File: config.mk
export PLATFORM = sky130hd
export DESIGN_NAME = dma_mem_arb_flat
export DESIGN_NICKNAME = d
export VERILOG_FILES = /design/src/rtl/dma_mem_arb_pkg.sv /design/src/rtl/dma_mem_arb_if.sv /design/src/rtl/dma_mem_arb_rr_pick.sv /design/src/rtl/dma_mem_arb.sv /design/src/flat_wrapper.sv
export SDC_FILE = /design/constraint.sdc
export NUM_CORES = 1
export LEC_CHECK = 0
export CAP_MARGIN = 10
export CORE_MARGIN = 1.5
export CORE_UTILIZATION = 38
export CTS_CLUSTER_DIAMETER = 50
export DETAILED_ROUTE_END_ITERATION = 12
export GPL_TIMING_DRIVEN = 0
export HOLD_SLACK_MARGIN = 0.06
export PLACE_DENSITY = 0.8
export SYNTH_ARGS = -nofsm -noshare
export SYNTH_HDL_FRONTEND = slang
export SYNTH_SLANG_ARGS = --single-unit
File: constraint.sdc
create_clock -name clk -period 2.7 [get_ports clk]
set_input_delay 0.54 -clock clk [delete_from_list [all_inputs] [get_ports clk]]
set_output_delay 0.54 -clock clk [all_outputs]
set_load 0.02 [all_outputs]
File: src/rtl/dma_mem_arb_pkg.sv
// Shared DMA definitions: default geometry, arbiter state encoding and an index-width helper.
package dma_mem_arb_pkg;

    localparam int DMA_NREQ = 4;
    localparam int DMA_AW   = 21;
    localparam int DMA_DW   = 8;
    localparam int GID_W    = 3;

    typedef enum logic [1:0] {
        ST_IDLE = 2'd0,
        ST_REQ  = 2'd1,
        ST_WAIT = 2'd2
    } arb_state_e;

    // Width needed to index n requesters; never narrower than one bit.
    function automatic int idx_w(input int n);
        return (n > 1) ? $clog2(n) : 1;
    endfunction

endpackage

File: src/rtl/dma_mem_arb_if.sv
// Requester-side and memory-port signals of the DMA arbiter, grouped into one bundle.
interface dma_mem_arb_if
    import dma_mem_arb_pkg::*;
#(
    parameter int NREQ = DMA_NREQ,
    parameter int AW   = DMA_AW,
    parameter int DW   = DMA_DW
) ();

    logic [NREQ-1:0]    rq_req;
    logic [NREQ*AW-1:0] rq_addr;
    logic [NREQ-1:0]    rq_rnw;
    logic [NREQ*DW-1:0] rq_wd;
    logic [NREQ-1:0]    rq_ack;
    logic [NREQ-1:0]    rq_done;
    logic [DW-1:0]      rq_rd;

    logic               mem_req;
    logic [AW-1:0]      mem_addr;
    logic               mem_rnw;
    logic [DW-1:0]      mem_wd;
    logic               mem_ack;
    logic               mem_done;
    logic [DW-1:0]      mem_rd;

    // Arbiter view: takes requests, drives the memory port.
    modport slave (
        input  rq_req, rq_addr, rq_rnw, rq_wd, mem_ack, mem_done, mem_rd,
        output rq_ack, rq_done, rq_rd, mem_req, mem_addr, mem_rnw, mem_wd
    );

    // Environment view: requesters plus the memory model.
    modport master (
        output rq_req, rq_addr, rq_rnw, rq_wd, mem_ack, mem_done, mem_rd,
        input  rq_ack, rq_done, rq_rd, mem_req, mem_addr, mem_rnw, mem_wd
    );

endinterface

File: src/rtl/dma_mem_arb_rr_pick.sv
// Round-robin winner selection: scans from ptr+1 upward, wrapping modulo NREQ.
module rr_pick
    import dma_mem_arb_pkg::*;
#(
    parameter int NREQ = DMA_NREQ
) (
    input  logic [NREQ-1:0]  req,
    input  logic [GID_W-1:0] ptr,
    output logic [GID_W-1:0] win,
    output logic             valid
);

    localparam int IW = idx_w(NREQ);

    logic [IW-1:0] idx;

    // Walk offsets from farthest to nearest so the closest requester after ptr wins last.
    always_comb begin
        win   = ptr;
        valid = 1'b0;
        idx   = '0;
        for (int k = NREQ; k >= 1; k--) begin
            idx = IW'((int'(ptr) + k) % NREQ);
            if (req[idx]) begin
                win   = GID_W'(idx);
                valid = 1'b1;
            end
        end
    end

endmodule

File: src/rtl/dma_mem_arb.sv
// Round-robin arbiter that funnels NREQ DMA requesters onto one memory port, one access at a time.
module dma_mem_arb
    import dma_mem_arb_pkg::*;
#(
    parameter int NREQ = DMA_NREQ,
    parameter int AW   = DMA_AW,
    parameter int DW   = DMA_DW
) (
    input  logic             clk,
    input  logic             rst,
    dma_mem_arb_if.slave     bus,
    output logic [GID_W-1:0] grant_id,
    output logic             busy
);

    localparam int IW = idx_w(NREQ);

    arb_state_e       state_q, state_d;
    logic [GID_W-1:0] ptr_q, ptr_d;
    logic [GID_W-1:0] grant_q, grant_d;
    logic [AW-1:0]    addr_q, addr_d;
    logic             rnw_q, rnw_d;
    logic [DW-1:0]    wd_q, wd_d;

    logic [AW-1:0]    addr_arr [NREQ];
    logic [DW-1:0]    wd_arr   [NREQ];
    logic [GID_W-1:0] pick_win;
    logic             pick_valid;
    logic [IW-1:0]    pick_sel;
    logic             take, ack_hit, done_hit;

    generate
        for (genvar gi = 0; gi < NREQ; gi++) begin : g_req
            assign addr_arr[gi]    = bus.rq_addr[gi*AW +: AW];
            assign wd_arr[gi]      = bus.rq_wd[gi*DW +: DW];
            assign bus.rq_ack[gi]  = ack_hit  && (grant_q == GID_W'(gi));
            assign bus.rq_done[gi] = done_hit && (grant_q == GID_W'(gi));
        end
    endgenerate

    rr_pick #(.NREQ(NREQ)) u_pick (
        .req   (bus.rq_req),
        .ptr   (ptr_q),
        .win   (pick_win),
        .valid (pick_valid)
    );

    assign pick_sel = pick_win[IW-1:0];

    always_comb begin
        state_d  = state_q;
        ptr_d    = ptr_q;
        grant_d  = grant_q;
        addr_d   = addr_q;
        rnw_d    = rnw_q;
        wd_d     = wd_q;
        take     = 1'b0;
        ack_hit  = 1'b0;
        done_hit = 1'b0;
        case (state_q)
            ST_IDLE: take = pick_valid;
            ST_REQ: begin
                if (bus.mem_ack) begin
                    ack_hit = 1'b1;
                    state_d = ST_WAIT;
                end
            end
            ST_WAIT: begin
                // Completion re-arbitrates immediately so back-to-back grants skip IDLE.
                if (bus.mem_done) begin
                    done_hit = 1'b1;
                    take     = pick_valid;
                    state_d  = ST_IDLE;
                end
            end
            default: state_d = ST_IDLE;
        endcase
        if (take) begin
            state_d = ST_REQ;
            ptr_d   = pick_win;
            grant_d = pick_win;
            addr_d  = addr_arr[pick_sel];
            rnw_d   = bus.rq_rnw[pick_sel];
            wd_d    = wd_arr[pick_sel];
        end
    end

    always_ff @(posedge clk or posedge rst) begin
        if (rst) begin
            state_q <= ST_IDLE;
            ptr_q   <= GID_W'(NREQ - 1);
            grant_q <= '0;
            addr_q  <= '0;
            rnw_q   <= 1'b1;
            wd_q    <= '0;
        end else begin
            state_q <= state_d;
            ptr_q   <= ptr_d;
            grant_q <= grant_d;
            addr_q  <= addr_d;
            rnw_q   <= rnw_d;
            wd_q    <= wd_d;
        end
    end

    assign bus.mem_req  = (state_q == ST_REQ);
    assign bus.mem_addr = addr_q;
    assign bus.mem_rnw  = rnw_q;
    assign bus.mem_wd   = wd_q;
    assign bus.rq_rd    = bus.mem_rd;
    assign grant_id     = grant_q;
    assign busy         = (state_q != ST_IDLE);

endmodule

File: src/flat_wrapper.sv
// flat-port wrapper written by rule: the top's interface ports become plain ports
module dma_mem_arb_flat import dma_mem_arb_pkg::*;
#(
    parameter int NREQ = DMA_NREQ,
    parameter int AW   = DMA_AW,
    parameter int DW   = DMA_DW
)
  (clk, rst, grant_id, busy, bus_rq_req, bus_rq_addr, bus_rq_rnw, bus_rq_wd, bus_mem_ack, bus_mem_done, bus_mem_rd, bus_rq_ack, bus_rq_done, bus_rq_rd, bus_mem_req, bus_mem_addr, bus_mem_rnw, bus_mem_wd);
  dma_mem_arb_if #(.NREQ(NREQ), .AW(AW), .DW(DW)) bus_i ();
  input  logic clk;
  input  logic rst;
  output logic [GID_W-1:0] grant_id;
  output logic busy;
  input wire logic [$bits(bus_i.rq_req)-1:0] bus_rq_req;
  input wire logic [$bits(bus_i.rq_addr)-1:0] bus_rq_addr;
  input wire logic [$bits(bus_i.rq_rnw)-1:0] bus_rq_rnw;
  input wire logic [$bits(bus_i.rq_wd)-1:0] bus_rq_wd;
  input wire logic [$bits(bus_i.mem_ack)-1:0] bus_mem_ack;
  input wire logic [$bits(bus_i.mem_done)-1:0] bus_mem_done;
  input wire logic [$bits(bus_i.mem_rd)-1:0] bus_mem_rd;
  output wire logic [$bits(bus_i.rq_ack)-1:0] bus_rq_ack;
  output wire logic [$bits(bus_i.rq_done)-1:0] bus_rq_done;
  output wire logic [$bits(bus_i.rq_rd)-1:0] bus_rq_rd;
  output wire logic [$bits(bus_i.mem_req)-1:0] bus_mem_req;
  output wire logic [$bits(bus_i.mem_addr)-1:0] bus_mem_addr;
  output wire logic [$bits(bus_i.mem_rnw)-1:0] bus_mem_rnw;
  output wire logic [$bits(bus_i.mem_wd)-1:0] bus_mem_wd;
  assign bus_i.rq_req = bus_rq_req;
  assign bus_i.rq_addr = bus_rq_addr;
  assign bus_i.rq_rnw = bus_rq_rnw;
  assign bus_i.rq_wd = bus_rq_wd;
  assign bus_i.mem_ack = bus_mem_ack;
  assign bus_i.mem_done = bus_mem_done;
  assign bus_i.mem_rd = bus_mem_rd;
  assign bus_rq_ack = bus_i.rq_ack;
  assign bus_rq_done = bus_i.rq_done;
  assign bus_rq_rd = bus_i.rq_rd;
  assign bus_mem_req = bus_i.mem_req;
  assign bus_mem_addr = bus_i.mem_addr;
  assign bus_mem_rnw = bus_i.mem_rnw;
  assign bus_mem_wd = bus_i.mem_wd;
  dma_mem_arb #(.NREQ(NREQ), .AW(AW), .DW(DW)) u_core (.clk(clk), .rst(rst), .bus(bus_i), .grant_id(grant_id), .busy(busy));
endmodule
==> flow_summary.json, run 1 <==
{
  "grt_max_degree": 37,
  "root_buffer": "clkbuf_8",
  "maxCapViolCount": 0,
  "regToRegEndpoint": "u_core.bus.mem_addr[3]$_DFFE_PP0P_",
  "post_cts_buffers": 0,
  "io_buffer_count": 177,
  "fin_ws_ps": 232.7,
  "core.rowCount": 32,
  "ys_types": 30,
  "vias": 2973,
  "dr.pass1.iters": 5,
  "r2r_cells": 8,
  "routed_via_density": 5.091,
  "path_cells": "clkdlybuf4s50_1 -> inv_1 -> or2_2 -> nor3_1 -> dlygate4sd2_1",
  "crit_type": "input port to output pin",
  "hold_viol": 0,
  "antenna_found_initial": 0,
  "holdCritStartpoint": "u_core.bus.mem_wd[0]$_DFFE_PP0P_",
  "slowest_stage": "clkdlybuf4s50_1",
  "ir_drop_mv": 0.5315,
  "outcome": "finished clean",
  "maxSlewViolCount": 0,
  "slew_headroom": 0.4391,
  "drt_first_iter_violations": 92,
  "ys_ff_latch": 36,
  "crit_buf_inv": 3,
  "async_flop_share": 1.000,
  "cts_tree": "done",
  "hp-class": "register to register",
  "yosysWarnings": 0,
  "syn_area_um2": 3042,
  "syn_inst": 297,
  "yosys_most_used_dff": "dfrtp_1",
  "drc_errors": 0,
  "synth_area_per_cell_um2": 10.24,
  "total_power_mw": 5.055,
  "htreeDepth": 2,
  "ant_nets": 0,
  "synth-edff-count": 0,
  "cp.arrival_ps": 1930,
  "fmax_mhz": 405.3,
  "worst_slew_pin_slew_ps": 840.1,
  "p_leak_nw": 2.186,
  "finClkSkew_ps": 5.630,
  "core_um2": 7727,
  "cts.sinks": 36,
  "cts_made_buffers": 5,
  "final_cell_mix": "clkdlybuf4s50_1, nand3_1, dfrtp_1",
  "pre_cts_ws_ps": -40.73,
  "cp_max_fo": 4,
  "min_to": "u_core.bus.mem_wd[0]$_DFFE_PP0P_",
  "worst_ep_required_time_ps": 2160,
  "syn2layout_area_growth_pct": 65.36,
  "grt_first_pass_wirelength_mm": 14.95,
  "period_minus_slack_ps": 2467,
  "first_global_vias": 3110,
  "routed_wl_mm": 9.590,
  "post_drt_wl_per_cell_um": 16.42,
  "finalCritPeriodShare": 0.9138,
  "synth_seq_area_share": 0.2974,
  "grt_usage": 0.2240,
  "clk_latency_ps": 290,
  "clk_transition_reported_paths_ps": 70,
  "hold_depth": 2,
  "nets": 617,
  "clockBufferDepth": 2,
  "antennaDiodeCount": 0,
  "grt-ovfl-total": 0,
  "routabilityCongestion": 0.7579,
  "setup_viol": 0,
  "rrSetupSlack_ps": 610,
  "die_area_um2": 8550,
  "critical_path.max_stage_delay_ps": 480,
  "cts_hold_buf": 0,
  "cp_top_family": "buffers and inverters",
  "r2r_start": "u_core.ptr_q[1]$_DFFE_PP1P_",
  "initial_core_util": 0.3936,
  "rsz0062_at_grt": "false",
  "synth_fp_nets": 433,
  "die_w_um": 92.47,
  "pin_count": 187,
  "layout-drive-gt1-share": 0.2241,
  "cp-end-kind": "output pin",
  "hpwl_mm": 7.392,
  "start_kind": "input port",
  "final_common_cell": "clkdlybuf4s50_1",
  "die_h_um": 92.47,
  "cellPowerDensity_nw_per_um2": 1005
}
## power by group
group | internal, mW | leakage, nW | switching, mW
combinational | 1.81 | 1.71 | 1.82
clock | 0.209 | 0.0455 | 0.205
sequential | 0.834 | 0.435 | 0.174
## state kept, by name, summed over array words and instances (netlist names)
name and count:
u_core.bus.mem_wd 8, u_core.ptr_q 2, u_core.grant_id 2, u_core.state_q 2
u_core.bus.mem_addr 21, u_core.bus.mem_rnw 1
## cell type report
cell class | count | area, µm²
well taps | 102 | 127.6
clock buffers | 8 | 90.09
multi-input cells | 221 | 1805
inverters | 4 | 15.01
fillers | 631 | 2698
plain buffers | 36 | 316.6
flip-flops and latches | 36 | 904.6
repair buffers | 177 | 1770
## cell families after synthesis
group | synth area share
buffers and inverters | 0.1090
muxes | 0.2476
other | 0.001233
and+or+nand+nor | 0.1814
AOI/OAI and AO/OA | 0.1633
DFF | 0.2974
## metrics by stage
step | TNS, ps | hold slack, ps | util | cell area, µm² | std cells
global placement | -44.93 | 478.1 | 0.6394 | 4941 | 576
CTS | 0 | 497.9 | 0.6506 | 5027 | 584
finish | 0 | 496.7 | 0.6509 | 5030 | 584
global route | 0 | 517.5 | 0.6509 | 5030 | 584
detailed placement | -55.97 | 481.0 | 0.6394 | 4941 | 576
floorplan | 0 | 500.3 | - | 3042 | 297
## tightest hold or removal path: cells and delay by family (launching register included)
| kind | cells | cell delay [ps] |
|---|---|---|
| AO/OA/AOI/OAI | 1 | 60 |
| flip-flops | 1 | 340 |
| AND/OR/NAND/NOR | 1 | 60 |
## cells in the mapped netlist, types with 2 or more instances
master / number / area (µm²)
nand3_1: 60 / 300.3
dfrtp_1: 33 / 825.8
nand2_1: 32 / 120.1
mux2i_1: 31 / 310.3
o211ai_2: 30 / 375.4
mux2_4: 28 / 420.4
buf_4: 14 / 105.1
nor2_1: 11 / 41.29
buf_2: 9 / 45.04
nand2b_1: 7 / 43.79
buf_12: 6 / 120.1
clkbuf_1: 4 / 15.01
inv_1: 4 / 15.01
a21oi_1: 3 / 15.01
dfstp_2: 3 / 78.83
nor3_1: 3 / 15.01
buf_6: 2 / 22.52
mux2_2: 2 / 22.52
o21a_1: 2 / 15.01
o21ai_0: 2 / 10.01
or2_2: 2 / 12.51
## metal layers
layer	share of wire	vias up	GRT usage
met5	0	-	0
met4	0.018	0	0.07564
met3	0.072	13	0.04351
met2	0.51	131	0.4167
met1	0.40	1400	0.2525
li1	-	1429	-
## worst max path at each step
stage               cells after the start                           from              to  slack, ps
finish                                  5                   bus_mem_done  bus_rq_done[0]        230
global route                            5  u_core.state_q[1]$_DFFE_PP0P_   bus_rq_ack[0]        120
CTS                                     5                   bus_mem_done  bus_rq_done[3]         10
detailed placement                      5                   bus_mem_done  bus_rq_done[0]        -40
global placement                        5                   bus_mem_done  bus_rq_done[0]        -40
floorplan                               3                   bus_mem_done  bus_rq_done[0]        770
## timing repair
| action | 4_1_cts | 5_1_grt |
|---|---|---|
| endpoints found under the setup margin | 3 | 1 |
| pin swaps | 0 | 0 |
| endpoints found under the hold margin | 0 | 0 |
| resized for setup | 3 | 1 |
Power figures use the tool's default switching activity.
==> inputs of run 2 (changes only) <==
--- a/config.mk
+++ b/config.mk
@@ -7,12 +7,13 @@
 export LEC_CHECK = 0
 export CAP_MARGIN = 10
 export CORE_MARGIN = 1.5
-export CORE_UTILIZATION = 38
+export CORE_UTILIZATION = 35
 export CTS_CLUSTER_DIAMETER = 50
 export DETAILED_ROUTE_END_ITERATION = 12
 export GPL_TIMING_DRIVEN = 0
 export HOLD_SLACK_MARGIN = 0.06
-export PLACE_DENSITY = 0.8
+export PLACE_DENSITY_LB_ADDON = 0.08
 export SYNTH_ARGS = -nofsm -noshare
 export SYNTH_HDL_FRONTEND = slang
+export SYNTH_HIERARCHICAL = 1
 export SYNTH_SLANG_ARGS = --single-unit
==> run 2 against run 1 <==
Compared with the run above:
- synthesized area decreased by 18%
- critical endpoint unchanged
- sequential share of layout area is 2.8 points higher
- cell area down 11%
- largest power group unchanged
- via count decreased by 29%
- critical path depth is 1 lower
==> flow_summary.json, run 2 <==
{
  "die_w_um": 87.45,
  "final_common_cell": "clkdlybuf4s50_1",
  "finClkSkew_ps": 2.225,
  "synth_common_cells": "dfrtp_1, mux4_2, mux2_4",
  "setup_viol": 0,
  "pin_count": 187,
  "rsz0062_at_grt": "false",
  "path_common_cell": "clkdlybuf4s50_1",
  "syn_area_um2": 2496,
  "fill_cells": 556,
  "nets": 480,
  "synth_area_leaders": "dfrtp_1, mux4_2, mux2_4, dfstp_2, mux2_2",
  "synth-edff-count": 0,
  "maxCapViolCount": 0,
  "dp_cells": 433,
  "path_cells": "clkdlybuf4s50_1 -> nand4bb_1 -> nor3_1 -> clkdlybuf4s50_1",
  "core.rowCount": 30,
  "cts_tree": "done",
  "start_kind": "input port",
  "drt_first_iter_violations": 44,
  "finalCritPeriodShare": 0.9635,
  "cellPowerDensity_nw_per_um2": 993.7,
  "synth_area_leader_cell": "dfrtp_1",
  "cp_top_family": "buffers and inverters",
  "period_minus_slack_ps": 2601,
  "grt-ovfl-total": 0,
  "critical_path.max_stage_delay_ps": 630,
  "instances_no_fill": 441,
  "synth_area_per_cell_um2": 15.70,
  "register_area_um2": 929.6,
  "cts_made_buffers": 5,
  "finish.utilization": 0.6557,
  "routed_wl_mm": 6.919,
  "die_h_um": 87.45,
  "dr.pass1.iters": 4,
  "core_um2": 6832,
  "syn_inst": 159,
  "vias": 2110,
  "cp.arrival_ps": 2060,
  "die_area_um2": 7648,
  "htreeDepth": 2,
  "p_leak_nw": 1.807,
  "multi_input_area_um2": 1368,
  "clk_transition_reported_paths_ps": 70,
  "worst_ep_required_time_ps": 2160,
  "ys_types": 29,
  "synth_seq_area_share": 0.3724,
  "crit_type": "input port to output pin",
  "crit_buf_inv": 2,
  "maxSlewViolCount": 0,
  "grt_first_pass_wirelength_mm": 10.44,
  "routed_via_density": 4.785,
  "hold_viol": 0,
  "largest_reg_flops": 21,
  "ant_nets": 0,
  "outcome": "finished clean",
  "clockBufferDepth": 2,
  "root_buffer": "clkbuf_8",
  "post_drt_wl_per_cell_um": 15.69,
  "worst_slew_pin_slew_ps": 780.7,
  "io_buffer_count": 178,
  "slew_headroom": 0.4788,
  "synth_top_area_frac": 0.3409,
  "cp_max_fo": 4,
  "syn2layout_area_growth_pct": 79.45,
  "routabilityCongestion": 0.7044,
  "yosysMostFrequentCell": "dfrtp_1",
  "cp-end-kind": "output pin",
  "hp-class": "register to register",
  "cts.sinks": 37,
  "layout-drive-gt1-share": 0.2696,
  "initial_core_util": 0.3654,
  "first_global_vias": 2220,
  "yosys_most_used_dff": "dfrtp_1",
  "post_cts_buffers": 0,
  "grt_max_degree": 38,
  "hpwl_mm": 5.624,
  "final_cell_mix": "clkdlybuf4s50_1, dfrtp_1, mux4_2",
  "slowest_stage": "clkdlybuf4s50_1",
  "yosysWarnings": 6,
  "synth_fp_nets": 295,
  "ys_ff_latch": 37,
  "fmax_mhz": 384.4,
  "clk_latency_ps": 280,
  "grt_usage": 0.1776,
  "async_flop_share": 1.000,
  "ir_drop_mv": 0.4226,
  "antenna_found_initial": 0,
  "antennaDiodeCount": 0,
  "total_power_mw": 4.451,
  "drc_errors": 0
}
## run 2: changes by cell type after synthesis, moves of 4 or more
cell      before  now
nand3_1       60    0
mux2i_1       31    1
o211ai_2      30    0
mux4_2         0   29
nand2_1       32    5
buf_2          9    1
mux2_2         2    7
buf_12         6    2
buf_4         14   10
nand2b_1       7    3
## run 2: cell type report
type	instances	share of cell area
sequential	37	0.2075
clock buffer	8	0.01788
tap	96	0.02682
inverter	3	0.002514
buffer	20	0.04218
timing repair buffer	178	0.3978
multi-input combinational	99	0.3053
## run 2: final timing paths
check / startpoint / end / slack (ps) / cells after the start
worst min-delay path: u_core/bus.mem_addr[9]$_DFFE_PP0P_ / u_core/bus.mem_addr[9]$_DFFE_PP0P_ / 510 / 1
worst max register to register: u_core/ptr_q[1]$_DFFE_PP1P_ / u_core/bus.mem_wd[1]$_DFFE_PP0P_ / 390 / 5
min in group asynchronous: rst / u_core/bus.mem_addr[5]$_DFFE_PP0P_ / 740 / 2
worst min register to register: u_core/bus.mem_addr[9]$_DFFE_PP0P_ / u_core/bus.mem_addr[9]$_DFFE_PP0P_ / 510 / 1
max in group asynchronous: rst / u_core/bus.mem_addr[18]$_DFFE_PP0P_ / 1470 / 2
worst max-delay path: bus_mem_done / bus_rq_done[0] / 100 / 4
## run 2: metal layers
metal	vias up	GRT usage	routed length, µm
li1	975	-	-
met1	997	0.2097	2670
met2	134	0.3028	3289
met3	4	0.06445	883
met4	0	0.05195	75
met5	-	0	0
## run 2: kinds of logic after synthesis
logic type / count (synthesis) / synth area share
mux: 66 / 0.4762
flops: 37 / 0.3724
simple gates: 27 / 0.05514
buf+inv: 23 / 0.07969
compound gates: 6 / 0.01655
## run 2: repair_timing
action | CTS | global route
hold buffers | 0 | 0
gates resized for setup | 0 | 2
endpoints found under the setup margin | 0 | 7
## run 2: where the power goes
part	total, mW	internal [mW]	switching [mW]
clock	0.359	0.183	0.176
combinational	3.04	1.83	1.21
sequential	1.05	0.865	0.187
## run 2: through the flow
step           hold WS [ps]  TNS [ps]  instance area, µm²  worst slack [ps]
6_report              509.0         0                4479             98.53
5_1_grt               524.3         0                4479             35.34
4_1_cts               512.3         0                4478             34.16
3_5_place_dp          492.0     -3139                4398            -266.9
3_3_place_gp          491.3     -2881                4398            -238.9
2_1_floorplan         516.1         0                2496             647.1
==> inputs of run 3 (changes only) <==
--- a/config.mk
+++ b/config.mk
@@ -9,6 +9,7 @@
 export CORE_MARGIN = 1.5
 export CORE_UTILIZATION = 35
 export CTS_CLUSTER_DIAMETER = 50
+export CTS_CLUSTER_SIZE = 24
 export DETAILED_ROUTE_END_ITERATION = 12
 export GPL_TIMING_DRIVEN = 0
 export HOLD_SLACK_MARGIN = 0.06
==> results of run 3 <==
Final layout, timing and power as in run 2 (identical DEF).
